## config.mk

```make
export PLATFORM = sky130hd
export DESIGN_NAME = led_stream_rx
export DESIGN_NICKNAME = d
export VERILOG_FILES = /design/src/rtl/led_stream_rx.sv
export SDC_FILE = /design/constraint.sdc
export NUM_CORES = 1
export LEC_CHECK = 0
export CORE_UTILIZATION = 30
export DETAILED_ROUTE_END_ITERATION = 6
export GPL_TIMING_DRIVEN = 1
export PLACE_DENSITY_LB_ADDON = 0.05
export SETUP_SLACK_MARGIN = 0.1
export SKIP_LAST_GASP = 1
export SYNTH_ARGS = -nofsm -noshare
export SYNTH_HDL_FRONTEND = slang
export SYNTH_SLANG_ARGS = --single-unit
```

## constraint.sdc

```tcl
create_clock -name i_clk -period 2.1 [get_ports i_clk]
set_input_delay 0.315 -clock i_clk [delete_from_list [all_inputs] [get_ports i_clk]]
set_output_delay 0.315 -clock i_clk [all_outputs]
set_load 0.1 [all_outputs]
```

## src/rtl/led_stream_rx.sv

```systemverilog
`default_nettype none
// ============================================================================
// Module   : led_stream_rx
// Function : LED-chain serial receiver; rebuilds channel words and checks
//            the frame length at every latch.
// Revision : 1.0
// ============================================================================
module led_stream_rx #(
  parameter int c_ledboards = 30,
  parameter int c_channels  = c_ledboards * 32,
  parameter int c_addr_w    = $clog2(c_channels),
  parameter int c_bpc       = 12
) (
  input  logic                i_clk,
  input  logic                i_rst_n,
  input  logic                i_sclk,
  input  logic                i_sdi,
  input  logic                i_lat,
  output logic                o_wr_en,
  output logic [c_addr_w-1:0] o_wr_addr,
  output logic [c_bpc-1:0]    o_wr_data,
  output logic                o_frame_done,
  output logic                o_frame_err
);

  localparam int                  c_bcnt_w   = $clog2(c_bpc);
  localparam logic [c_bcnt_w-1:0] c_last_bit = c_bcnt_w'(c_bpc - 1);
  localparam logic [c_addr_w:0]   c_full     = (c_addr_w + 1)'(c_channels);

  typedef enum logic [1:0] {
    S_IDLE  = 2'd0,
    S_SHIFT = 2'd1,
    S_OVF   = 2'd2
  } state_t;

  state_t r_state;
  state_t w_state_nxt;

  logic r_sclk_s1, r_sclk_s2, r_sclk_s3;
  logic r_sdi_s1,  r_sdi_s2;
  logic r_lat_s1,  r_lat_s2,  r_lat_s3;

  logic [c_bpc-2:0]    r_shreg;
  logic [c_bcnt_w-1:0] r_bitcnt;
  logic [c_addr_w:0]   r_wordcnt;

  logic             w_sclk_rise;
  logic             w_lat_rise;
  logic             w_word_done;
  logic             w_wr_fire;
  logic             w_done_fire;
  logic             w_err_fire;
  logic [c_bpc-1:0] w_shift_nxt;

  always_ff @(posedge i_clk or negedge i_rst_n) begin
    if (!i_rst_n) begin
      r_sclk_s1 <= 1'b0;
      r_sclk_s2 <= 1'b0;
      r_sclk_s3 <= 1'b0;
      r_sdi_s1  <= 1'b0;
      r_sdi_s2  <= 1'b0;
      r_lat_s1  <= 1'b0;
      r_lat_s2  <= 1'b0;
      r_lat_s3  <= 1'b0;
    end else begin
      r_sclk_s1 <= i_sclk;
      r_sclk_s2 <= r_sclk_s1;
      r_sclk_s3 <= r_sclk_s2;
      r_sdi_s1  <= i_sdi;
      r_sdi_s2  <= r_sdi_s1;
      r_lat_s1  <= i_lat;
      r_lat_s2  <= r_lat_s1;
      r_lat_s3  <= r_lat_s2;
    end
  end

  // A latch edge suppresses a coincident sclk edge entirely.
  assign w_sclk_rise = r_sclk_s2 & ~r_sclk_s3;
  assign w_lat_rise  = r_lat_s2 & ~r_lat_s3;
  assign w_word_done = w_sclk_rise & ~w_lat_rise & (r_bitcnt == c_last_bit);
  assign w_shift_nxt = {r_shreg, r_sdi_s2};

  always_comb begin
    w_state_nxt = r_state;
    w_wr_fire   = 1'b0;
    w_done_fire = 1'b0;
    w_err_fire  = 1'b0;
    if (w_lat_rise) begin
      w_state_nxt = S_IDLE;
      if ((r_state != S_OVF) && (r_wordcnt == c_full) && (r_bitcnt == '0)) begin
        w_done_fire = 1'b1;
      end else begin
        w_err_fire = 1'b1;
      end
    end else if (w_sclk_rise) begin
      if (r_state == S_IDLE) begin
        w_state_nxt = S_SHIFT;
      end
      if ((r_state != S_OVF) && w_word_done) begin
        if (r_wordcnt == c_full) begin
          w_state_nxt = S_OVF;
        end else begin
          w_wr_fire = 1'b1;
        end
      end
    end
  end

  always_ff @(posedge i_clk or negedge i_rst_n) begin
    if (!i_rst_n) begin
      r_state <= S_IDLE;
    end else begin
      r_state <= w_state_nxt;
    end
  end

  // Word count only advances on an accepted write, so it saturates at c_channels.
  always_ff @(posedge i_clk or negedge i_rst_n) begin
    if (!i_rst_n) begin
      r_shreg      <= '0;
      r_bitcnt     <= '0;
      r_wordcnt    <= '0;
      o_wr_en      <= 1'b0;
      o_wr_addr    <= '0;
      o_wr_data    <= '0;
      o_frame_done <= 1'b0;
      o_frame_err  <= 1'b0;
    end else begin
      o_wr_en      <= w_wr_fire;
      o_frame_done <= w_done_fire;
      o_frame_err  <= w_err_fire;
      if (w_lat_rise) begin
        r_shreg   <= '0;
        r_bitcnt  <= '0;
        r_wordcnt <= '0;
      end else if (w_sclk_rise) begin
        r_shreg <= w_shift_nxt[c_bpc-2:0];
        if (w_word_done) begin
          r_bitcnt <= '0;
        end else begin
          r_bitcnt <= r_bitcnt + c_bcnt_w'(1);
        end
        if (w_wr_fire) begin
          o_wr_data <= w_shift_nxt;
          o_wr_addr <= r_wordcnt[c_addr_w-1:0];
          r_wordcnt <= r_wordcnt + (c_addr_w + 1)'(1);
        end
      end
    end
  end

endmodule
`default_nettype wire

```

* Word-level counts from Yosys, hierarchy flattened
Cells that the tools add are included.
** Word-level totals
- Register bits after elaboration :: 61
- Bits of input ports :: 5
- Output and inout bits :: 25
- Word-level logic and storage cells :: 59
** Cells by class
- Add/sub/neg operators :: 2
- Eq/ne operators :: 3
- Mux-type cells :: 21
- Bitwise gates (word level) :: 7
- Reductions and logical operators :: 9
** Operators by type and width (number)
- 2-to-1 mux 11 bit :: 5
- 2-to-1 mux 4 bit :: 3
- adder 11 x 1 -> 11 bit (second input constant) :: 1
- == test 11 x 10 -> 1 bit (second input constant) :: 1
- 2-to-1 mux 2 bit :: 5
- 2-to-1 mux 1 bit :: 8
- adder 4 x 1 -> 4 bit (second input constant) :: 1
- bitwise AND 1 bit :: 4
- == test 4 bit (second input constant) :: 1
- logical NOT 4 bit :: 1
- nonzero test 2 bit :: 2
- logical AND 1 bit :: 3
- inverter 1 bit :: 3
- AND reduction 3 bit :: 1
- logical NOT 2 bit :: 1
- != test 2 bit (second input constant) :: 1
- AND reduction 2 bit :: 1

* Logic depth before layout (Yosys ltp)
Gate-level depths: netlist of the first run.
- Depth after elaboration :: 12
- Depth in mapped cells :: 8
- Mapped depth without buffers :: 6

* Worst setup path before layout of the first run
OpenSTA, ideal clock, no wires.
- Path type :: reg-to-reg
- Start point :: register r_wordcnt[0]
- End point :: register o_wr_addr[8]
- Library setup time :: 0.125 ns
- Data arrival time :: 2.156 ns
- Required time :: 1.975 ns
- Setup slack :: -0.181 ns
- Stages on the path, launching flop included :: 9
- Path buffers :: 2
- Period minus slack after synthesis :: 2.281 ns
- Cells stage by stage :: dfrtp_1 inv_1 ha_1 or4b_1 or4_1 buf_6 nand3_4 buf_12 mux2_4
** Between the ends
- Longest elaborated chain between the ends :: 6
** RTL lines
- start, declared :: line 45 : logic [c_addr_w:0] r_wordcnt;
- start signal, assigned :: line 146 : r_wordcnt <= r_wordcnt + (c_addr_w + 1)'(1);
- == test 11 x 10 -> 1 bit :: line 100 : if (r_wordcnt == c_full) begin
- 2-to-1 mux 1 bit :: line 100
- 2-to-1 mux 1 bit :: line 99 : if ((r_state != S_OVF) && w_word_done) begin
- 2-to-1 mux 1 bit :: line 95 : end else if (w_sclk_rise) begin
- 2-to-1 mux 1 bit :: line 88 : if (w_lat_rise) begin
- AND reduction 3 bit (no source line)
- end signal, assigned :: line 145 : o_wr_addr <= r_wordcnt[c_addr_w-1:0];
- end, declared :: line 20 : output logic [c_addr_w-1:0] o_wr_addr,
Every way passes these cells.
A chain may end at the register's enable or synchronous reset.

* Final worst setup path of the first run
Ends and elaborated chain as after synthesis.

==> impl_metrics.ini, run 1 <==
[outcome]
status = finished with violations
violations = setup timing

[timing]
fin_skew_ns = 0.0111
rsz0062_at_grt = true
hold_viol = 0
fmax_ghz = 0.435
setup_viol = 25
holdWs_ns = 0.351
relSlewSlack_pct = 78.2
drv_slew = 0
period_needed_ns = 2.30
setup-tns-final_ns = -4.03
layout_setup_ws_ns = -0.198
tightest_slew_ns = 0.327
finalCritPeriodShare_pct = 109

[setup_path]
cpPeakStageDelay_ns = 0.52
critPathKind = reg -> reg
cp.arrival_ns = 2.52
required_ns = 2.32
r2r-start = r_wordcnt[0]$_DFFE_PN0P_
startpoint_type = flop
crit_chain = inv_2, ha_1, or4b_4, or4_4, nand3_4, clkbuf_16, mux2_4
crit_fanout = 6
crit_path_start = r_wordcnt[0]$_DFFE_PN0P_
endpoint_kind = flop
cp_slowest_cell = or4_4

[layout]
final_common_cell = dfrtp_1
instances_no_fill = 395
seq_area_sq_um = 1530
antenna_cells = 0
nets = 294
area_growth_pct = 33.7
drive_above_1_share_pct = 38.6
multi_input_area_sq_um = 1060
final_cell_mix = dfrtp_1 (61), buf_4 (52), nand2_1 (30)
nFillCells = 795

[power_and_ir_drop]
ir_drop_mv = 0.302
powerDensity_nw_per_um2 = 696
totalPowerFinal_mw = 2.44
leakage_nw = 1.71

[global_route]
busiest_layer = met2
grt_pass1_vias = 1727
grt_max_degree = 62
antenna_found_initial = 0
grt.overflow.total = 0
grt_first_pass_wirelength_um = 8940
grt_use_total_pct = 13.4
grt_use_met3_pct = 4.78
grt.met1_usage_pct = 18.1
met2_usage_pct = 19.2

[floorplanning]
dieArea_sq_um = 9140
die_w_um = 95.6
initial_core_util_pct = 31.5
io_pins = 30
num_rows = 33
core_area_sq_um = 8340
die_h_um = 95.6

[route]
drtIter0Drc = 35
viasPerCell = 4.62
detail-route-antenna-nets = 0
dr.pass1.iters = 4
wire_per_inst_um = 14.4
vias = 1825
drc = 0
wirelength_um = 5680

[place]
place_inst = 370
numPortBuffers = 29
hpwl_um = 3540
gp_congestion = 0.725
dp_slack_ns = -0.169

[hold_path]
min_from = r_sdi_s1$_DFF_PN0_
hp-class = reg -> reg

[clock_tree]
clkTransAtPathRegs_ns = 0.07
clockRootBuffer = clkbuf_8
cts_tree = yes
clk_latency_ns = 0.34
cts_made_buffers = 9
cts_max_level = 3
clockBufferDepth = 2
clock-sinks = 61

[yosys]
yosysUniqueCellTypes = 34
avgSynthCellArea_sq_um = 11.9
synthesis.area_sq_um = 2630
synth_fp_nets = 230
syn-instance-count = 221
ys.warnings.count = 0
yosysSeqAreaShare_pct = 58.1
synth-seq-cells = 61

[flow_run]
maxCapViolations = 0
worst paths after layout:
path,to,slack (ns),depth (start not counted)
setup / recovery,o_wr_addr[8]$_DFFE_PN0P_,-0.20,7
hold / removal,r_sdi_s2$_DFF_PN0_,0.35,0
setup reg to reg,o_wr_addr[8]$_DFFE_PN0P_,-0.20,7
hold reg to reg,r_sdi_s2$_DFF_PN0_,0.35,0
max in group asynchronous,r_shreg[5]$_DFFE_PN0P_,1.30,3
min in group asynchronous,o_wr_addr[5]$_DFFE_PN0P_,0.53,3
synthesized netlist by cell type (all sizes together):
cell / number / area [sq um]
o21ai: 7 / 35.0
and3: 2 / 13.8
or4b: 1 / 10.0
inv: 7 / 26.3
mux2: 22 / 319
nor2: 9 / 33.8
nand3: 8 / 52.6
buf: 6 / 65.1
a21oi: 24 / 120
nor4: 2 / 12.5
nor3: 3 / 15.0
or4: 7 / 52.6
nand2b: 3 / 18.8
o31ai: 5 / 37.5
clkbuf: 5 / 18.8
o21a: 1 / 7.51
nand4: 3 / 18.8
ha: 4 / 50.1
nand4b: 1 / 8.76
a41o: 1 / 11.3
nor2b: 3 / 18.8
nand2: 30 / 113
and2: 1 / 6.26
a31oi: 1 / 6.26
xnor2: 1 / 8.76
dfrtp: 61 / 1530
or3: 2 / 12.5
and3b: 1 / 8.76
area by class of cell:
cell class,instances,area share [%]
clock buffer,13,4.81
clock inverter,3,1.21
inverter,7,0.748
multi-input combinational,142,30.2
sequential,61,43.5
tap,105,3.74
timing repair buffer,64,15.8
cell families after synthesis:
group / Yosys count / synth area share, %
AO/OA/AOI/OAI: 39 / 8.29
XOR/XNOR: 1 / 0.333
adder cells (fa/ha/maj): 4 / 1.90
buffers and inverters: 18 / 4.19
flip-flops: 61 / 58.1
multiplexers: 22 / 12.1
AND/OR/NAND/NOR: 76 / 15.0
per-layer routing:
metal,wire length (um),part of all wire (%),up-vias
met5,0,0,-
met4,91,1.6,0
met3,181,3.2,7
met2,2570,45,26
met1,2840,50,891
li1,-,-,901
per-stage QoR:
step,area [sq um],util (%)
finish,3510,42.1
detailed placement,3130,37.5
floorplan,2630,-
global route,3510,42.1
CTS,3370,40.4
global placement,3130,37.5
registers in the layout, indices dropped and copies added, names as in the netlist, 2 cells and up:
name and cells:
r_bitcnt 4, o_wr_addr 10, r_shreg 11, r_state 2, r_wordcnt 11, o_wr_data 12
worst max-delay path, delay by kind of cell, from the launching register on:
kind          cells  cell delay, ns
fa+ha+maj         1            0.13
buf+inv           2            0.25
mux               1            0.29
simple gates      3            1.13
flops             1            0.39
power breakdown:
group	total (mW)	switching, mW	internal [mW]
clock	1.10	0.461	0.644
sequential	1.21	0.0148	1.20
combinational	0.128	0.0812	0.0473
repair_timing:
| item | 4_1_cts | 5_1_grt |
|---|---|---|
| hold buffers | 1 | 0 |
| gates cloned | 0 | 1 |
| resized for setup | 3 | 17 |
| pin swaps | 0 | 6 |
| buffers inserted | 1 | 6 |
| endpoints found under the hold margin | 54 | 0 |
| endpoints found under the setup margin | 25 | 29 |
(Power assumes the default switching activity.)
==> inputs of run 2 (changes only) <==
Clock period 2.1 ns to 2.8 ns, I/O delays scaled along.
==> run 2 against run 1 <==
The run now ends clean. Total power fell by 28%. Clock power fell by 30%. Die area did not move. Clock skew fell by 0.0021 ns. Critical path type unchanged. Largest cell class unchanged. Largest power group unchanged. Highest routed layer unchanged.
==> impl_metrics.ini, run 2 (same netlist as run 1, synthesis figures left out) <==
[outcome]
status = completed

[power_and_ir_drop]
powerDensity_nw_per_um2 = 554
totalPowerFinal_mw = 1.75
ir_drop_mv = 0.219
leakage_nw = 1.52

[floorplanning]
num_rows = 33
io_pins = 30
die_w_um = 95.6
dieArea_sq_um = 9140
die_h_um = 95.6
core_area_sq_um = 8340
initial_core_util_pct = 31.5

[global_route]
grt.overflow.total = 0
grt_pass1_vias = 1709
grt_use_total_pct = 12.9
grt_first_pass_wirelength_um = 8600
grt_max_degree = 27
antenna_found_initial = 0

[route]
detail-route-antenna-nets = 0
drc = 0
drtIter0Drc = 54
wire_per_inst_um = 14.0
wirelength_um = 5160
dr.pass1.iters = 4
vias = 1697
viasPerCell = 4.61

[place]
numPortBuffers = 29
placed_area_sq_um = 2970
hpwl_um = 3420
place_inst = 352
gp_congestion = 0.773

[flow_run]
maxCapViolations = 0

[timing]
setup-tns-final_ns = 0
relSlewSlack_pct = 65.6
holdWs_ns = 0.0530
fin_skew_ns = 0.00906
rsz0062_at_grt = false
fmax_ghz = 0.404
period_needed_ns = 2.47
setup_viol = 0
finalCritPeriodShare_pct = 88.4
hold_viol = 0
tightest_slew_ns = 0.516
drv_slew = 0

[layout]
instances_no_fill = 368
fin_area_sq_um = 3160
nets = 267
drive_above_1_share_pct = 27.8
area_growth_pct = 20.4
top_regs = o_wr_data: 12 flops, r_shreg: 11 flops, r_wordcnt: 11 flops
final_cell_mix = dfrtp_1 (61), buf_4 (32), nand2_1 (30)
top_register = o_wr_data
largest_reg_flops = 12
antenna_cells = 0
final_common_cell = dfrtp_1

[setup_path]
startpoint_type = flop
crit_fanout = 13
crit_path_start = r_wordcnt[0]$_DFFE_PN0P_
r2r-start = r_wordcnt[0]$_DFFE_PN0P_
endpoint_kind = flop
required_ns = 3.01
cp.arrival_ns = 2.69
critPathKind = reg -> reg

[clock_tree]
cts_made_buffers = 9
cts_hold_buf = 0
clockBufferDepth = 2
cts_max_level = 3
cts-resized-gates = 0
clkTransAtPathRegs_ns = 0.07
cts_tree = yes
post_cts_buffers = 0
clock-sinks = 61
clockRootBuffer = clkbuf_8
clk_latency_ns = 0.33

[hold_path]
hp-class = in -> async
[run 2: cell count changes in the layout (fill, tap and decap cells not counted), moves of 2 or more]
cell | before | now
buf_4 | 52 | 32
clkbuf_8 | 12 | 10
a21oi_2 | 2 | 0
mux2_4 | 22 | 19
buf_12 | 3 | 1
mux2_2 | 0 | 3
a21oi_1 | 22 | 24
or4_1 | 4 | 7
buf_6 | 3 | 0
or4_4 | 3 | 0
[run 2: layout make-up]
| cell class | instances | area, sq um |
|---|---|---|
| clock buffers | 12 | 145 |
| clock inverters | 4 | 47.5 |
| fillers | 863 | 5180 |
| inverters | 7 | 26.3 |
| multi-input cells | 142 | 991 |
| flip-flops and latches | 61 | 1530 |
| well taps | 105 | 131 |
| repair buffers | 37 | 295 |
[run 2: metrics by stage]
step	worst slack (ns)	util (%)
floorplan	0.519	-
global placement	0.353	35.6
detailed placement	0.325	35.6
CTS	0.322	37.9
global route	0.222	37.9
finish	0.325	37.9
[run 2: path summary, 6_finish.rpt]
kind,end,slack (ns),cells after the start
min in group i_clk,r_sdi_s2$_DFF_PN0_,0.35,0
min reg2reg,r_sdi_s2$_DFF_PN0_,0.35,0
max,o_wr_data[4]$_DFFE_PN0P_,0.33,7
min,o_wr_en$_DFF_PN0_,0.05,1
max reg2reg,o_wr_data[4]$_DFFE_PN0P_,0.33,7
max in group asynchronous,o_wr_data[4]$_DFFE_PN0P_,2.06,2
[run 2: report_power, final]
part	leakage, nW	internal [mW]	switching [mW]
sequential	0.828	0.897	0.0114
combinational	0.597	0.0222	0.0522
clock	0.0964	0.433	0.337
[run 2: critical path: stages (launching register included)]
cell and delay [ns]:
dfrtp_1 0.43, inv_1 0.10, ha_1 0.14, or4b_1 0.44, or4_1 0.48, nand3_4 0.24, buf_12 0.21, mux2_4 0.31
[run 2: routing by layer]
| layer | track usage, % | part of all wire, % | vias to the layer above |
|---|---|---|---|
| li1 | - | - | 848 |
| met4 | 4.48 | 1.3 | 0 |
| met3 | 5.02 | 3.8 | 6 |
| met2 | 18.1 | 42 | 30 |
| met1 | 17.9 | 52 | 813 |
| met5 | 0 | 0 | - |
==> inputs of run 3 (changes only) <==
Settings changed: CTS_CLUSTER_SIZE set to 25, SLEW_MARGIN set to 20.
==> results of run 3 <==
No change in the layout: final DEF, timing and power equal those of run 2.
